File: src/rtl/vga_board_renderer_if.sv
// Board-state and video signals between the game controller, the renderer and the VGA DAC.
// The master drives the board state and the slave (the renderer) drives the video outputs.
interface vga_board_renderer_if #(
    parameter int ROWS = 6,
    parameter int COLS = 7
);
    logic                   turn;
    logic [ROWS*COLS-1:0]   player1;
    logic [ROWS*COLS-1:0]   player2;
    logic [ROWS*COLS-1:0]   win_mask;
    logic [COLS-1:0]        put_line;
    logic                   hsync;
    logic                   vsync;
    logic [3:0]             red;
    logic [3:0]             green;
    logic [3:0]             blue;
    logic                   frame_start;

    modport master (
        output turn, player1, player2, win_mask, put_line,
        input  hsync, vsync, red, green, blue, frame_start
    );

    modport slave (
        input  turn, player1, player2, win_mask, put_line,
        output hsync, vsync, red, green, blue, frame_start
    );
endinterface

File: src/rtl/vga_board_renderer.sv
// VGA timing generator and Score4 board renderer: per-frame board snapshot, blinking win cells,
// and a two-stage pixel pipeline so that sync and colour leave the block together.
module vga_board_renderer #(
    parameter int DIV          = 2,
    parameter int H_ACTIVE     = 640,
    parameter int H_FP         = 16,
    parameter int H_SYNC       = 96,
    parameter int H_BP         = 48,
    parameter int V_ACTIVE     = 480,
    parameter int V_FP         = 10,
    parameter int V_SYNC       = 2,
    parameter int V_BP         = 32,
    parameter int ROWS         = 6,
    parameter int COLS         = 7,
    parameter int CELL         = 30,
    parameter int PITCH        = 60,
    parameter int X0           = 60,
    parameter int Y0           = 30,
    parameter int PUT_H        = 20,
    parameter int BLINK_FRAMES = 30
) (
    input  logic                clk,
    input  logic                rst,
    vga_board_renderer_if.slave bus
);
    localparam int H_TOTAL = H_ACTIVE + H_FP + H_SYNC + H_BP;
    localparam int V_TOTAL = V_ACTIVE + V_FP + V_SYNC + V_BP;
    localparam int N       = ROWS * COLS;
    localparam int DW      = (DIV > 1) ? $clog2(DIV) : 1;
    localparam int HW      = $clog2(H_TOTAL);
    localparam int VW      = $clog2(V_TOTAL);
    localparam int FW      = (BLINK_FRAMES > 1) ? $clog2(BLINK_FRAMES) : 1;

    logic [DW-1:0] div_cnt_reg;
    logic [HW-1:0] h_cnt_reg;
    logic [VW-1:0] v_cnt_reg;
    logic          pe;
    logic          h_last;
    logic          v_last;
    logic          snap;

    assign pe     = (div_cnt_reg == DW'(DIV - 1));
    assign h_last = (h_cnt_reg == HW'(H_TOTAL - 1));
    assign v_last = (v_cnt_reg == VW'(V_TOTAL - 1));
    assign snap   = pe && h_last && v_last;

    always_ff @(posedge clk) begin
        if (!rst) begin
            div_cnt_reg <= '0;
            h_cnt_reg   <= '0;
            v_cnt_reg   <= '0;
        end else begin
            div_cnt_reg <= pe ? '0 : div_cnt_reg + 1'b1;
            if (pe) begin
                if (h_last) begin
                    h_cnt_reg <= '0;
                    v_cnt_reg <= v_last ? '0 : v_cnt_reg + 1'b1;
                end else begin
                    h_cnt_reg <= h_cnt_reg + 1'b1;
                end
            end
        end
    end

    // Shadow copy of the board, taken on the very last pixel so a frame never mixes two states.
    logic [N-1:0]    p1_sh_reg;
    logic [N-1:0]    p2_sh_reg;
    logic [N-1:0]    win_sh_reg;
    logic [COLS-1:0] put_sh_reg;
    logic            turn_sh_reg;
    logic [FW-1:0]   frame_cnt_reg;
    logic            blink_reg;
    logic            frame_start_reg;

    always_ff @(posedge clk) begin
        if (!rst) begin
            p1_sh_reg       <= '0;
            p2_sh_reg       <= '0;
            win_sh_reg      <= '0;
            put_sh_reg      <= '0;
            turn_sh_reg     <= 1'b0;
            frame_cnt_reg   <= '0;
            blink_reg       <= 1'b0;
            frame_start_reg <= 1'b0;
        end else begin
            frame_start_reg <= snap;
            if (snap) begin
                p1_sh_reg   <= bus.player1;
                p2_sh_reg   <= bus.player2;
                win_sh_reg  <= bus.win_mask;
                put_sh_reg  <= bus.put_line;
                turn_sh_reg <= bus.turn;
                if (frame_cnt_reg == FW'(BLINK_FRAMES - 1)) begin
                    frame_cnt_reg <= '0;
                    blink_reg     <= ~blink_reg;
                end else begin
                    frame_cnt_reg <= frame_cnt_reg + 1'b1;
                end
            end
        end
    end

    // Stage 1 decode; 32-bit compares so geometry past the frame simply never matches.
    logic [31:0]     h_ext;
    logic [31:0]     v_ext;
    logic [COLS-1:0] col_dec;
    logic [ROWS-1:0] row_dec;
    logic            put_dec;
    logic            act_dec;
    logic            hs_dec;
    logic            vs_dec;

    assign h_ext = {{(32-HW){1'b0}}, h_cnt_reg};
    assign v_ext = {{(32-VW){1'b0}}, v_cnt_reg};

    genvar gi;
    for (gi = 0; gi < COLS; gi++) begin : g_col
        localparam int unsigned XL = X0 + gi * PITCH;
        // Leftmost screen column is the MSB board column.
        assign col_dec[COLS-1-gi] = (h_ext >= XL) && (h_ext < XL + CELL);
    end

    for (gi = 0; gi < ROWS; gi++) begin : g_row
        localparam int unsigned YL = Y0 + gi * PITCH;
        assign row_dec[gi] = (v_ext >= YL) && (v_ext < YL + CELL);
    end

    assign put_dec = (v_ext >= Y0 + ROWS * PITCH) && (v_ext < Y0 + ROWS * PITCH + PUT_H);
    assign act_dec = (h_ext < H_ACTIVE) && (v_ext < V_ACTIVE);
    assign hs_dec  = (h_ext >= H_ACTIVE + H_FP) && (h_ext < H_ACTIVE + H_FP + H_SYNC);
    assign vs_dec  = (v_ext >= V_ACTIVE + V_FP) && (v_ext < V_ACTIVE + V_FP + V_SYNC);

    // Sync is carried as an "in pulse" flag so the cleared pipeline drives an idle (high) line.
    logic [COLS-1:0] col1_reg;
    logic [ROWS-1:0] row1_reg;
    logic            put1_reg;
    logic            act1_reg;
    logic            hs1_reg;
    logic            vs1_reg;
    logic [11:0]     rgb_reg;
    logic [11:0]     rgb_next;
    logic            hs2_reg;
    logic            vs2_reg;

    logic [N-1:0] cell_oh;
    for (gi = 0; gi < N; gi++) begin : g_cell
        assign cell_oh[gi] = row1_reg[gi / COLS] & col1_reg[gi % COLS];
    end

    logic cell_any;
    logic p1_hit;
    logic p2_hit;
    logic win_hit;
    logic put_hit;

    assign cell_any = |cell_oh;
    assign p1_hit   = |(cell_oh & p1_sh_reg);
    assign p2_hit   = |(cell_oh & p2_sh_reg);
    assign win_hit  = |(cell_oh & win_sh_reg);
    assign put_hit  = put1_reg && |(col1_reg & put_sh_reg);

    always_comb begin
        rgb_next = 12'h000;
        if (act1_reg) begin
            if (cell_any) begin
                if (win_hit && blink_reg) rgb_next = 12'hFFF;
                else if (p1_hit)          rgb_next = 12'hF10;
                else if (p2_hit)          rgb_next = 12'h0F3;
                else                      rgb_next = 12'h222;
            end else if (put_hit) begin
                rgb_next = turn_sh_reg ? 12'h0F3 : 12'hF01;
            end
        end
    end

    always_ff @(posedge clk) begin
        if (!rst) begin
            col1_reg <= '0;
            row1_reg <= '0;
            put1_reg <= 1'b0;
            act1_reg <= 1'b0;
            hs1_reg  <= 1'b0;
            vs1_reg  <= 1'b0;
            rgb_reg  <= '0;
            hs2_reg  <= 1'b0;
            vs2_reg  <= 1'b0;
        end else if (pe) begin
            col1_reg <= col_dec;
            row1_reg <= row_dec;
            put1_reg <= put_dec;
            act1_reg <= act_dec;
            hs1_reg  <= hs_dec;
            vs1_reg  <= vs_dec;
            rgb_reg  <= rgb_next;
            hs2_reg  <= hs1_reg;
            vs2_reg  <= vs1_reg;
        end
    end

    assign bus.hsync       = ~hs2_reg;
    assign bus.vsync       = ~vs2_reg;
    assign bus.red         = rgb_reg[11:8];
    assign bus.green       = rgb_reg[7:4];
    assign bus.blue        = rgb_reg[3:0];
    assign bus.frame_start = frame_start_reg;
endmodule

File: src/flat_wrapper.sv
// flat-port wrapper written by rule: the top's interface ports become plain ports
module vga_board_renderer_flat 
#(
    parameter int DIV          = 2,
    parameter int H_ACTIVE     = 640,
    parameter int H_FP         = 16,
    parameter int H_SYNC       = 96,
    parameter int H_BP         = 48,
    parameter int V_ACTIVE     = 480,
    parameter int V_FP         = 10,
    parameter int V_SYNC       = 2,
    parameter int V_BP         = 32,
    parameter int ROWS         = 6,
    parameter int COLS         = 7,
    parameter int CELL         = 30,
    parameter int PITCH        = 60,
    parameter int X0           = 60,
    parameter int Y0           = 30,
    parameter int PUT_H        = 20,
    parameter int BLINK_FRAMES = 30
)
  (clk, rst, bus_turn, bus_player1, bus_player2, bus_win_mask, bus_put_line, bus_hsync, bus_vsync, bus_red, bus_green, bus_blue, bus_frame_start);
  vga_board_renderer_if #(.ROWS(ROWS), .COLS(COLS)) bus_i ();
  input  logic clk;
  input  logic rst;
  input wire logic [$bits(bus_i.turn)-1:0] bus_turn;
  input wire logic [$bits(bus_i.player1)-1:0] bus_player1;
  input wire logic [$bits(bus_i.player2)-1:0] bus_player2;
  input wire logic [$bits(bus_i.win_mask)-1:0] bus_win_mask;
  input wire logic [$bits(bus_i.put_line)-1:0] bus_put_line;
  output wire logic [$bits(bus_i.hsync)-1:0] bus_hsync;
  output wire logic [$bits(bus_i.vsync)-1:0] bus_vsync;
  output wire logic [$bits(bus_i.red)-1:0] bus_red;
  output wire logic [$bits(bus_i.green)-1:0] bus_green;
  output wire logic [$bits(bus_i.blue)-1:0] bus_blue;
  output wire logic [$bits(bus_i.frame_start)-1:0] bus_frame_start;
  assign bus_i.turn = bus_turn;
  assign bus_i.player1 = bus_player1;
  assign bus_i.player2 = bus_player2;
  assign bus_i.win_mask = bus_win_mask;
  assign bus_i.put_line = bus_put_line;
  assign bus_hsync = bus_i.hsync;
  assign bus_vsync = bus_i.vsync;
  assign bus_red = bus_i.red;
  assign bus_green = bus_i.green;
  assign bus_blue = bus_i.blue;
  assign bus_frame_start = bus_i.frame_start;
  vga_board_renderer #(.DIV(DIV), .H_ACTIVE(H_ACTIVE), .H_FP(H_FP), .H_SYNC(H_SYNC), .H_BP(H_BP), .V_ACTIVE(V_ACTIVE), .V_FP(V_FP), .V_SYNC(V_SYNC), .V_BP(V_BP), .ROWS(ROWS), .COLS(COLS), .CELL(CELL), .PITCH(PITCH), .X0(X0), .Y0(Y0), .PUT_H(PUT_H), .BLINK_FRAMES(BLINK_FRAMES)) u_core (.clk(clk), .rst(rst), .bus(bus_i));
endmodule
File: config.mk
export PLATFORM = sky130hd
export DESIGN_NAME = vga_board_renderer_flat
export DESIGN_NICKNAME = d
export VERILOG_FILES = /design/src/rtl/vga_board_renderer_if.sv /design/src/rtl/vga_board_renderer.sv /design/src/flat_wrapper.sv
export SDC_FILE = /design/constraint.sdc
export NUM_CORES = 1
export LEC_CHECK = 0
export CORE_MARGIN = 1
export CORE_UTILIZATION = 38
export DETAILED_ROUTE_END_ITERATION = 7
export SETUP_SLACK_MARGIN = 0.05
export SLEW_MARGIN = 20
export SYNTH_ARGS = -nofsm -noshare
export SYNTH_HDL_FRONTEND = slang
export SYNTH_SLANG_ARGS = --single-unit
File: constraint.sdc
create_clock -name clk -period 5.7 [get_ports clk]
set_input_delay 0.855 -clock clk [delete_from_list [all_inputs] [get_ports clk]]
set_output_delay 0.855 -clock clk [all_outputs]
set_load 0.02 [all_outputs]
==> impl_metrics.yaml, run 1 <==
timing:
  fin_crit_ns: 3.26
  fmax_mhz: 307
  hold_viol_final: 0
  rsz0062_at_grt: "no"
  tns_ns: 0
  finClkSkew_ns: 0.0121
  setup_violations: 0
  post-route-period-util: 0.572
  worst_pin_slew_ns: 1.17
  maxSlewHeadroom: 0.217
  drv_slew: 0
synthesis:
  netlist_top_cells_count: "nand2_1 (314), dfxtp_1 (188), a21oi_1 (163)"
  ys_ff_latch: 188
  synth-main-ff-cell: "dfxtp_1"
  avgSynthCellArea_sq_um: 7.70
  synth_compound_area_frac: 0.227
  synth_seq_area_share: 0.455
  yosysWarningCount: 0
  synth_top_area_cell: "dfxtp_1"
  synth_top_family_by_area: "simple AND/OR/NAND/NOR gates"
  syn_inst: 1073
  synthMuxAreaShare: 0.00363
  synth_edf_count: 0
  synth.distinct_cells: 51
  synth_xor_area_frac: 0.0159
  synthArstFlopShare: 0
  synth_top_area_frac: 0.455
  synth_nets: 1215
  synthAdderAreaFrac: 0.00909
  netlist_area_sq_mm: 0.00826
  synth-simple-area-share: 0.232
  synth_most_common_cell: "nand2_1"
  synth_area_leaders: "dfxtp_1 (46%), nand2_1 (14%), a21oi_1 (9.9%)"
clock_tree:
  cts_buffer_depth: 2
  post_cts_resize_count: 0
  cts_setup_buffers: 0
  clk_pin_slew_ns: 0.07
  cts_tree: "yes"
  clock-sinks: 188
  root_buffer: "clkbuf_16"
  holdBufCountCts: 0
  cts_buffers: 17
  clock_latency_ns: 0.43
  cts-htree-levels: 4
grt:
  grt_pass1_wl_mm: 38.0
  grt_pass1_vias: 7159
  grt_remaining_overflow: 0
  track_usage: 0.219
  grt_max_degree: 94
  antenna_found_initial: 0
route:
  ant_nets: 0
  avgRoutedWirePerCell_um: 16.7
  highest_layer: "met4"
  vias: 7706
  via_per_inst: 5.33
  initialDrtViolationCount: 702
  route.met2.wl_mm: 10.8
  drcViolationCount: 0
  drt-met1-wl_mm: 11.8
  finalWirelength_mm: 24.2
  drt_first_pass_iters: 7
  wl_met3_mm: 1.31
critical_path:
  worstPathArrival_ns: 3.61
  critPathLaunchType: "register"
  required_ns: 6.05
  crit_path_end_kind: "register"
  criticalPathCategory: "register to register"
  crit_fanout: 77
cells_and_area:
  area_growth_pct: 25.2
  multi_input_area_sq_mm: 0.00404
  drive_gt1_frac: 0.0393
  diodes: 0
  fin_nets: 1300
  design_area_sq_mm: 0.0103
  seq_area_sq_mm: 0.00376
  nFillCells: 2095
floorplan:
  fp.dieW_um: 149
  dieArea_sq_mm: 0.0223
  core_sq_mm: 0.0212
  io_pins: 151
  rows: 53
  start_util: 0.391
  die_h_um: 149
placement:
  dpl.hpwl_mm: 16.0
  gp_congestion: 0.874
  port_buffers: 150
  dpl_cell_area_sq_mm: 0.00979
power:
  power_leakage_uw: 0.00338
  power.density_mw_per_mm2: 249
  total_power_uw: 2580
  ir_worst_vdd_uv: 144
run_status:
  outcome: "finished, final reports clean"
run:
  drv_cap: 0
worst_hold_path:
  min_path_type: "register to register"
-- report_power, final --
part           total (uW)  internal [uW]  switching (uW)  leakage (uW)
Sequential           1320           1310            4.86       0.00151
Clock                1130            576             554      0.000273
Combinational         131           86.5            44.4       0.00159
-- worst paths after layout --
kind	start	end	slack (ns)	cells past startpoint
worst max-delay path	u_core.div_cnt_reg	u_core.frame_cnt_reg[3]	2.44	6
worst min-delay path	u_core.win_sh_reg[15]	u_core.win_sh_reg[15]	0.45	2
worst max register to register	u_core.div_cnt_reg	u_core.frame_cnt_reg[3]	2.44	6
worst min register to register	u_core.win_sh_reg[15]	u_core.win_sh_reg[15]	0.45	2
-- through the flow --
stage	utilization	hold WS [ns]	std cells	setup WS, ns
6_report	0.489	0.452	1445	2.44
5_1_grt	0.489	0.469	1445	2.22
4_1_cts	0.489	0.454	1445	2.41
3_5_place_dp	0.463	0.443	1414	2.42
3_3_place_gp	0.463	0.436	1414	2.49
2_1_floorplan	-	0.428	1073	3.53
-- critical path, stage by stage, from the launching register on --
cell and delay (ns):
dfxtp_1 0.68, and4_1 0.33, nand4_2 0.17, or4b_4 0.91, buf_4 0.50, or3_1 0.43, a21oi_1 0.14
-- cell usage in the layout (no fill, tap or decap), types with 2 or more instances in the layout --
cell	count
clkbuf_16	17
nand4b_1	2
or3_1	11
xnor2_1	7
o32ai_1	2
clkinv_4	4
a31oi_1	4
o211ai_1	2
inv_1	18
nor4_1	2
clkdlybuf4s50_1	150
nor3_1	12
buf_4	8
inv_6	4
o21a_1	2
and4_1	4
nand2b_1	5
nand4_1	13
nor2_1	42
a22o_1	38
and3_1	3
o31ai_1	3
nor3b_1	4
dfxtp_1	188
nand3_1	24
o21ai_0	28
a22oi_1	34
o22ai_1	3
a21oi_1	163
mux2i_1	3
nor2b_1	3
a222oi_1	7
nand2_1	314
a32o_1	5
inv_8	3
a221o_1	4
ha_1	6
xor2_1	8
-- cell families (layout without fill, tap and decap cells) --
| logic type | count (synthesis) | in the layout |
|---|---|---|
| AOI/OAI and AO/OA | 302 | 302 |
| xor gates and xnor gates | 15 | 15 |
| adders and majority gates | 6 | 6 |
| buffers and inverters | 111 | 208 |
| DFF | 188 | 188 |
| muxes | 3 | 3 |
| and+or+nand+nor | 448 | 448 |
-- routing by layer --
metal	vias up	GRT usage
li1	3870	-
met1	3586	0.312
met2	224	0.339
met3	26	0.0351
met4	0	0.0607
met5	-	0
-- area by class of cell --
cell class / instances / share of cell area
well taps: 275 / 0.0333
clock buffers: 17 / 0.0411
clock inverters: 14 / 0.0128
flip-flops and latches: 188 / 0.364
repair buffers: 158 / 0.151
multi-input cells: 774 / 0.391
inverters: 19 / 0.00714
(Power assumes the default switching activity.)
==> run 2, diff against run 1 <==
clock period = 2.8 ns   (was 5.7 ns; I/O delays follow)
==> impl_metrics.yaml, run 2 (same netlist as run 1, synthesis figures left out) <==
route:
  avgRoutedWirePerCell_um: 16.9
  drcViolationCount: 0
  ant_nets: 0
  initialDrtViolationCount: 614
  drt_first_pass_iters: 6
  finalWirelength_mm: 25.1
  vias: 7911
  via_per_inst: 5.35
timing:
  fmax_mhz: 395
  fin_crit_ns: 2.53
  tns_ns: 0
  whs_ns: 0.454
  finClkSkew_ns: 0.0152
  maxSlewHeadroom: 0.370
  worst_pin_slew_ns: 0.944
  hold_viol_final: 0
  setup_violations: 0
  rsz0062_at_grt: "no"
  drv_slew: 0
  post-route-period-util: 0.904
floorplan:
  dieArea_sq_mm: 0.0223
  fp.dieW_um: 149
  die_h_um: 149
  io_pins: 151
  start_util: 0.391
  core_sq_mm: 0.0212
  rows: 53
critical_path:
  r2r_setup_slack_ns: 0.27
  startpoint: "u_core.h_cnt_reg[1]"
  criticalPathCategory: "register to register"
  crit_fanout: 46
  r2r_start: "u_core.h_cnt_reg[1]"
  critPathLaunchType: "register"
  required_ns: 3.10
  r2r-end: "u_core.p1_sh_reg[1]"
  crit_path_end_kind: "register"
  worstPathArrival_ns: 2.83
  rr_worst_depth: 7
cells_and_area:
  final_common_cell: "nand2_1"
  area_growth_pct: 28.9
  utilization: 0.504
  fin_nets: 1333
  drive_gt1_frac: 0.0656
  fin_cells: 1479
  diodes: 0
  layout_common_cells: "nand2_1 (314), dfxtp_1 (188), a21oi_1 (163), clkdlybuf4s50_1 (150), nor2_1 (43)"
power:
  combPwrFrac: 0.052
  power.density_mw_per_mm2: 504
  power_leakage_uw: 0.00357
  ir_worst_vdd_uv: 339
  netSwitchingFraction: 0.232
  p_int_uw: 4120
  p_seq_frac: 0.500
  switching_power_uw: 1250
  power_frac_clock: 0.448
placement:
  dpl.hpwl_mm: 17.3
  port_buffers: 150
  gp_congestion: 0.858
  post-place-cells: 1447
grt:
  grt_max_degree: 109
  track_usage: 0.227
  grt_pass1_vias: 7405
  grt_remaining_overflow: 0
  antenna_found_initial: 0
  grt_pass1_wl_mm: 39.4
worst_hold_path:
  min_path_type: "register to register"
  min_delay_path_depth: 2
  hp-start: "u_core.p2_sh_reg[7]"
  hold_end: "u_core.p2_sh_reg[7]"
clock_tree:
  root_buffer: "clkbuf_16"
  cts_buffers: 17
  clock_latency_ns: 0.44
  cts_buffer_depth: 2
  clock-sinks: 188
  cts_tree: "yes"
  clk_pin_slew_ns: 0.07
  cts-htree-levels: 4
run_status:
  outcome: "finished, final reports clean"
run:
  drv_cap: 0
-- run 2: what timing repair did --
action / in CTS / in global routing
endpoints found under the setup margin: 0 / 4
endpoints found under the hold margin: 0 / 0
hold buffers: 0 / 0
gates resized for setup: 0 / 1
setup buffers: 0 / 0
-- run 2: power by group through the flow --
| stage | Combinational [uW] | Clock (uW) | Sequential (uW) |
|---|---|---|---|
| detailed placement | 277 | 0 | 2740 |
| floorplan | 58.9 | 0 | 2740 |
| global placement | 279 | 0 | 2740 |
| CTS | 280 | 2440 | 2680 |
| finish | 279 | 2400 | 2680 |
| global route | 297 | 2550 | 2680 |
-- run 2: through the flow --
step / instance area, sq um / setup slack [ns] / total power (uW)
floorplan: 8260 / 0.630 / 2800
global placement: 10100 / 0.290 / 3020
detailed placement: 10100 / 0.234 / 3020
CTS: 10600 / 0.228 / 5410
global route: 10700 / 0.0595 / 5530
finish: 10700 / 0.268 / 5360
-- run 2: routing by layer --
layer / share of wire / GRT usage / vias to the layer above
met5: 0 / 0 / -
met4: 0.019 / 0.0791 / 0
met3: 0.056 / 0.0357 / 32
met2: 0.45 / 0.347 / 243
met1: 0.48 / 0.322 / 3702
li1: - / - / 3934
-- run 2: worst max path at each step --
stage                     slack, ns  depth (start not counted)                 endpoint
after detailed placement       0.23                          7     u_core.p2_sh_reg[31]
after global placement         0.29                          7    u_core.win_sh_reg[35]
final                          0.27                          7      u_core.p1_sh_reg[1]
after CTS                      0.23                          7     u_core.p2_sh_reg[36]
after floorplan                0.63                          8  u_core.frame_cnt_reg[4]
after global routing           0.06                          7      u_core.p1_sh_reg[3]
-- run 2: critical path: stages (launching register included) --
cell and delay [ns]:
dfxtp_1 0.48, ha_1 0.25, and4_1 0.28, nand4_2 0.17, or4b_4 0.68, buf_4 0.33, nand2_1 0.12, a21oi_1 0.07
-- run 2: area by class of cell --
cell class	instances	area [sq um]
timing repair buffer	191	1850
clock buffer	17	425
tap	275	344
clock inverter	15	154
fill	2079	10500
multi-input combinational	774	4040
sequential	188	3760
inverter	19	73.8
==> run 3, diff against run 2 <==
CORE_MARGIN = 2   (was 1)
GPL_ROUTABILITY_DRIVEN = 0   (was default)
SETUP_SLACK_MARGIN = default   (was 0.05)
==> impl_metrics.yaml, run 3 (same netlist as run 1, synthesis figures left out) <==
clock_tree:
  cts-htree-levels: 4
  post_cts_resize_count: 0
  clock-sinks: 188
  cts_setup_buffers: 0
  cts_buffers: 17
  cts_buffer_depth: 2
  cts_tree: "yes"
  clk_pin_slew_ns: 0.07
  root_buffer: "clkbuf_16"
  clock_latency_ns: 0.43
  holdBufCountCts: 0
power:
  power.density_mw_per_mm2: 499
  power_leakage_uw: 0.00354
  ir_worst_vdd_uv: 337
floorplan:
  die_h_um: 151
  dieArea_sq_mm: 0.0229
  start_util: 0.391
  io_pins: 151
  core_sq_mm: 0.0212
  fp.dieW_um: 151
  rows: 53
route:
  drcViolationCount: 0
  vias: 7865
  avgRoutedWirePerCell_um: 16.9
  via_per_inst: 5.35
  finalWirelength_mm: 24.8
  initialDrtViolationCount: 758
  ant_nets: 0
  drt_first_pass_iters: 5
critical_path:
  required_ns: 3.12
  worstPathArrival_ns: 2.80
  crit_fanout: 19
  critPathLaunchType: "register"
  crit_path_end_kind: "register"
  criticalPathCategory: "register to register"
timing:
  tns_ns: 0
  rsz0062_at_grt: "no"
  hold_viol_final: 0
  fmax_mhz: 403
  whs_ns: 0.451
  setup_violations: 0
  maxSlewHeadroom: 0.329
  post-route-period-util: 0.887
  worst_pin_slew_ns: 1.00
  drv_slew: 0
  finClkSkew_ns: 0.00725
  fin_crit_ns: 2.48
cells_and_area:
  design_area_sq_mm: 0.0106
  layout_common_cells: "nand2_1 (314), dfxtp_1 (188), a21oi_1 (163), clkdlybuf4s50_1 (150), nor2_1 (43)"
  fin_nets: 1325
  area_growth_pct: 28.4
  diodes: 0
  drive_gt1_frac: 0.0577
  final_common_cell: "nand2_1"
worst_hold_path:
  min_path_type: "register to register"
placement:
  dpl.hpwl_mm: 16.9
  port_buffers: 150
  dpl_cell_area_sq_mm: 0.0100
grt:
  grt_pass1_wl_mm: 38.9
  grt_max_degree: 156
  track_usage: 0.217
  grt_remaining_overflow: 0
  antenna_found_initial: 0
  grt_pass1_vias: 7332
run_status:
  outcome: "finished, final reports clean"
run:
  drv_cap: 0
==> run 3: cell type report <==
type	instances	area (sq um)
multi-input combinational	774	4040
sequential	188	3760
clock inverter	12	115
timing repair buffer	183	1820
inverter	19	73.8
tap	275	344
clock buffer	20	447
fill	2110	10500
==> run 3: final timing paths <==
check | startpoint | to | slack (ns) | cells past startpoint
hold / removal | u_core.win_sh_reg[41] | u_core.win_sh_reg[41] | 0.45 | 2
hold reg to reg | u_core.win_sh_reg[41] | u_core.win_sh_reg[41] | 0.45 | 2
setup / recovery | u_core.col1_reg[5] | u_core.rgb_reg[9] | 0.32 | 6
setup reg to reg | u_core.col1_reg[5] | u_core.rgb_reg[9] | 0.32 | 6
==> run 3: through the flow <==
step	cells	power [uW]	util	setup WS, ns
2_1_floorplan	1073	2800	-	0.630
3_3_place_gp	1439	3020	0.475	0.363
3_5_place_dp	1439	3020	0.475	0.312
4_1_cts	1471	5340	0.502	0.307
5_1_grt	1471	5470	0.502	0.0529
6_report	1471	5300	0.502	0.317
==> run 3: power breakdown <==
part	internal [uW]	switching (uW)
clock network	1260	1080
logic	183	97.4
registers	2680	3.71
==> run 3: critical path, cell delays in order (launching register included) <==
cell and delay [ns]:
dfxtp_1 0.64, a22o_1 0.38, a222oi_1 0.35, nand3_1 0.19, o21ai_0 0.27, nand3b_1 0.18, a221o_1 0.35
==> run 3: routing by layer <==
metal  track usage  share of wire  vias up
li1              -              -     3915
met1         0.306           0.46     3713
met2         0.344           0.46      216
met3        0.0371          0.063       21
met4        0.0598          0.015        0
met5             0              0        -
